===== config.mk =====
export PLATFORM = sky130hd
export DESIGN_NAME = parity_frame_rx
export DESIGN_NICKNAME = d
export VERILOG_FILES = /design/src/rtl/parity_frame_rx.sv
export SDC_FILE = /design/constraint.sdc
export NUM_CORES = 1
export LEC_CHECK = 0
export ABC_AREA = 1
export CORE_MARGIN = 3
export CORE_UTILIZATION = 45
export CTS_BUF_LIST = sky130_fd_sc_hd__clkbuf_16
export DETAILED_ROUTE_END_ITERATION = 10
export HOLD_SLACK_MARGIN = 0.06
export PLACE_DENSITY_LB_ADDON = 0.2
export SLEW_MARGIN = 20
export SYNTH_ARGS = -nofsm -noshare
export SYNTH_HDL_FRONTEND = slang
export SYNTH_SLANG_ARGS = --single-unit

===== constraint.sdc =====
create_clock -name clk -period 1.3 [get_ports clk]
set_input_delay 0.39 -clock clk [delete_from_list [all_inputs] [get_ports clk]]
set_output_delay 0.39 -clock clk [all_outputs]
set_load 0.05 [all_outputs]

===== src/rtl/parity_frame_rx.sv =====
// Bit-serial to 6-bit frame receiver for the parity checker stage.
// It keeps one output frame buffer, a saturating parity-error count and a sticky overrun flag.
module parity_frame_rx #(
  parameter bit ODD_PARITY = 1'b0,
  parameter int ERR_W      = 8
) (
  input  logic             clk,
  input  logic             rst,
  input  logic             sync,
  input  logic             sin,
  input  logic             sin_valid,
  input  logic             clr_stat,
  output logic [5:0]       frame_out,
  output logic [1:0]       parity_out,
  output logic             out_valid,
  input  logic             out_ready,
  output logic [ERR_W-1:0] err_count,
  output logic             overrun
);

  // Output handshake: a frame transfers on any edge where out_valid && out_ready.
  // While out_valid=1 and out_ready=0, frame_out and parity_out are held stable.
  // The buffer can be drained and refilled on the same edge.

  logic [2:0] cnt;
  logic [4:0] partial;

  logic       take;
  logic       complete;
  logic [5:0] word;
  logic       p;
  logic       buf_free;
  logic       err_hit;

  always_comb begin
    take     = sin_valid && !sync;
    complete = take && (cnt == 3'd5);
    word     = {sin, partial};
    p        = ^word;
    buf_free = !out_valid || out_ready;
    err_hit  = complete && (p != ODD_PARITY);
  end

  always_ff @(posedge clk) begin
    if (rst) begin
      cnt        <= '0;
      partial    <= '0;
      frame_out  <= '0;
      parity_out <= '0;
      out_valid  <= 1'b0;
      err_count  <= '0;
      overrun    <= 1'b0;
    end else begin
      if (sync) begin
        cnt     <= '0;
        partial <= '0;
      end else if (sin_valid) begin
        if (cnt == 3'd5) begin
          cnt <= '0;
        end else begin
          partial[cnt] <= sin;
          cnt          <= cnt + 3'd1;
        end
      end

      if (complete && buf_free) begin
        frame_out  <= word;
        parity_out <= {~p, p};
        out_valid  <= 1'b1;
      end else if (out_valid && out_ready) begin
        out_valid <= 1'b0;
      end

      // Clear has priority over a same-edge error or overrun event.
      if (clr_stat) begin
        err_count <= '0;
        overrun   <= 1'b0;
      end else begin
        if (err_hit && (err_count != {ERR_W{1'b1}}))
          err_count <= err_count + 1'b1;
        if (complete && !buf_free)
          overrun <= 1'b1;
      end
    end
  end

endmodule


==> results.cfg <==
[synth]
syn_nets = 186
synth_top_area_share = 0.427
synth_top_cell_by_area = dfxtp_1
synth_seq_cells = 26
syn_avg_cell_area_um2 = 6.85
synth.area.top_cells = dfxtp_1, nand2_1, nor2_1
netlist_area_mm2 = 0.00122
ys_seq_area_frac = 0.427
ys_warn_count = 0
synth.distinct_cells = 20
postSynthCellCount = 178

[finish]
drive_gt1_frac = 0.563
final_core_util = 0.942
postLayoutCellArea_mm2 = 0.00238
nets = 249
diodes = 0
stdcell_count = 270
synthToLayoutAreaGrowth_pct = 95.0

[critical_path]
required_ps = 1470
cp_max_fo = 4
crit_arrival_ps = 1680
end_kind = register
cp-start-kind = register
worstSetupPathType = register to register

[drt]
dr.pass1.iters = 4
drc = 0
drtIter0Drc = 129
wire_per_inst_um = 21.6
vias = 1633
antenna_left = 0
wl_um = 5830
viasPerCell = 6.05

[global_routing]
track_usage = 0.280
overflow = 0
grt_pass1_vias = 1587
grt_max_degree = 16
antenna_found_initial = 0
grt_pass1_wl_um = 7200

[sta]
setup_tns_ps = -1960
finalCritPeriodShare = 1.16
rsz0062_at_grt = yes
fin_worst_skew_ps = 3.31
finalHoldViolCount = 0
setup_ws_ps = -207
slew_violations = 0
fmax_mhz = 664
finalSetupViolations = 19
relSlewSlack = 0.766
worst-slew-pin-transition_ps = 351
period_needed_ps = 1510

[placed_design]
dp_hpwl_um = 2320
place_congestion = 0.862
dpl.cell_count = 255
place_area_mm2 = 0.00190
portBuffers = 24

[floorplanning]
die_area_mm2 = 0.00337
fp.coreArea_mm2 = 0.00252
initial_core_util = 0.483
rows = 18
die_w_um = 58.0
die_h_um = 58.0
io_pins = 25

[run_status]
status = finished with violations
violations = setup timing

[min_path]
hold_path.class = input pin to register

[cts]
cts_tree = done
clkSinkCount = 26
clockBufferDepth = 2
ctsHoldBuffers = 0
numCtsBuffers = 3
root_buffer = clkbuf_16
h-tree-depth = 1
insertion_delay_ps = 260
clkTransAtPathRegs_ps = 70

[pwr]
p_seq_frac = 0.451
p_per_area_mw_per_mm2 = 741
p_leak_nw = 1.02
p_int_w = 0.00138
p_clk_frac = 0.467
p_comb_frac = 0.082
p_sw_frac = 0.215
p_sw_w = 0.000378
ir_drop_uv = 1150

[flow_run]
max_cap_violations = 0
[metrics by stage]
stage | setup slack [ps] | total power (W) | hold slack [ps]
after floorplan | -75.3 | 0.000853 | 452
after global placement | -548 | 0.000907 | 475
after detailed placement | -604 | 0.000909 | 486
after CTS | -43.0 | 0.00172 | 512
after global routing | -317 | 0.00180 | 473
final | -207 | 0.00176 | 442
[layout make-up]
class                      count  area (um^2)
tap                           30         37.5
timing repair buffer          57          697
inverter                      27          114
sequential                    26          556
multi-input combinational    125          865
fill                          75          146
timing repair inverter         1         7.51
clock buffer                   4          100
[state kept, by name, indices dropped and copies added, names as in the netlist]
register    cells
parity_out      2
out_valid       1
frame_out       6
partial         5
overrun         1
cnt             3
err_count       8
[worst paths after layout]
path,to,slack [ps],startpoint,cells after the start
worst max-delay path,err_count[3]$_SDFFE_PP0P_,-210,partial[2]$_SDFFE_PP0P_,11
worst min-delay path,cnt[0]$_SDFFE_PP0P_,440,sin_valid,3
worst max register to register,err_count[3]$_SDFFE_PP0P_,-210,partial[2]$_SDFFE_PP0P_,11
worst min register to register,frame_out[5]$_SDFFE_PP0P_,540,frame_out[5]$_SDFFE_PP0P_,2
[logic make-up after synthesis]
group / share of synthesized area
flip-flops: 0.427
AO/OA/AOI/OAI: 0.125
AND/OR/NAND/NOR: 0.316
XOR/XNOR: 0.0288
adder cells (fa/ha/maj): 0.0103
buffers and inverters: 0.0924
[layout by cell type (no fill, tap or decap), types with 7 or more instances in the layout]
master,instances
a21oi_1,7
a21oi_2,8
buf_12,19
buf_4,26
dfxtp_1,10
dfxtp_2,10
inv_1,17
inv_2,7
nand2_1,22
nand2_2,15
nor2_1,26
[repair_timing]
item / CTS / global route
resized for setup: 36 / 57
endpoints found under the setup margin: 23 / 28
pin swaps: 13 / 28
endpoints found under the hold margin: 0 / 0
buffers inserted: 6 / 4
cloned: 2 / 0
[worst max-delay path, stage by stage, from the launching register on]
cell	delay (ps)
dfxtp_4	370
inv_2	60
nand2_1	60
nand2_1	100
nand2_2	130
nand2_2	80
nand2_4	80
buf_12	120
nand4_1	110
nand2_1	100
nand2_1	50
nor2_1	150
[cells in the mapped netlist, drive strengths merged]
library cell	n
nand2	42
inv	27
nand3	8
a21oi	16
ha	1
nand4	3
o22ai	2
nor3	3
buf	1
xor2	2
nor2	33
dfxtp	26
xnor2	2
o21ai	12
[power by group through the flow]
stage | logic (W) | registers [W] | clock network, W
after floorplan | 0.0000382 | 0.000815 | 0
after global placement | 0.0000920 | 0.000815 | 0
after detailed placement | 0.0000945 | 0.000815 | 0
after CTS | 0.000105 | 0.000797 | 0.000816
after global routing | 0.000151 | 0.000793 | 0.000856
final | 0.000144 | 0.000794 | 0.000822
[layer usage]
| metal | up-vias | wire (um) | global-route usage |
|---|---|---|---|
| met4 | 0 | 465 | 0.142 |
| met2 | 113 | 2810 | 0.515 |
| met5 | - | 0 | 0 |
| met3 | 39 | 425 | 0.0468 |
| met1 | 788 | 2120 | 0.306 |
| li1 | 693 | - | - |
No activity file was read; power rests on OpenSTA's default activity.
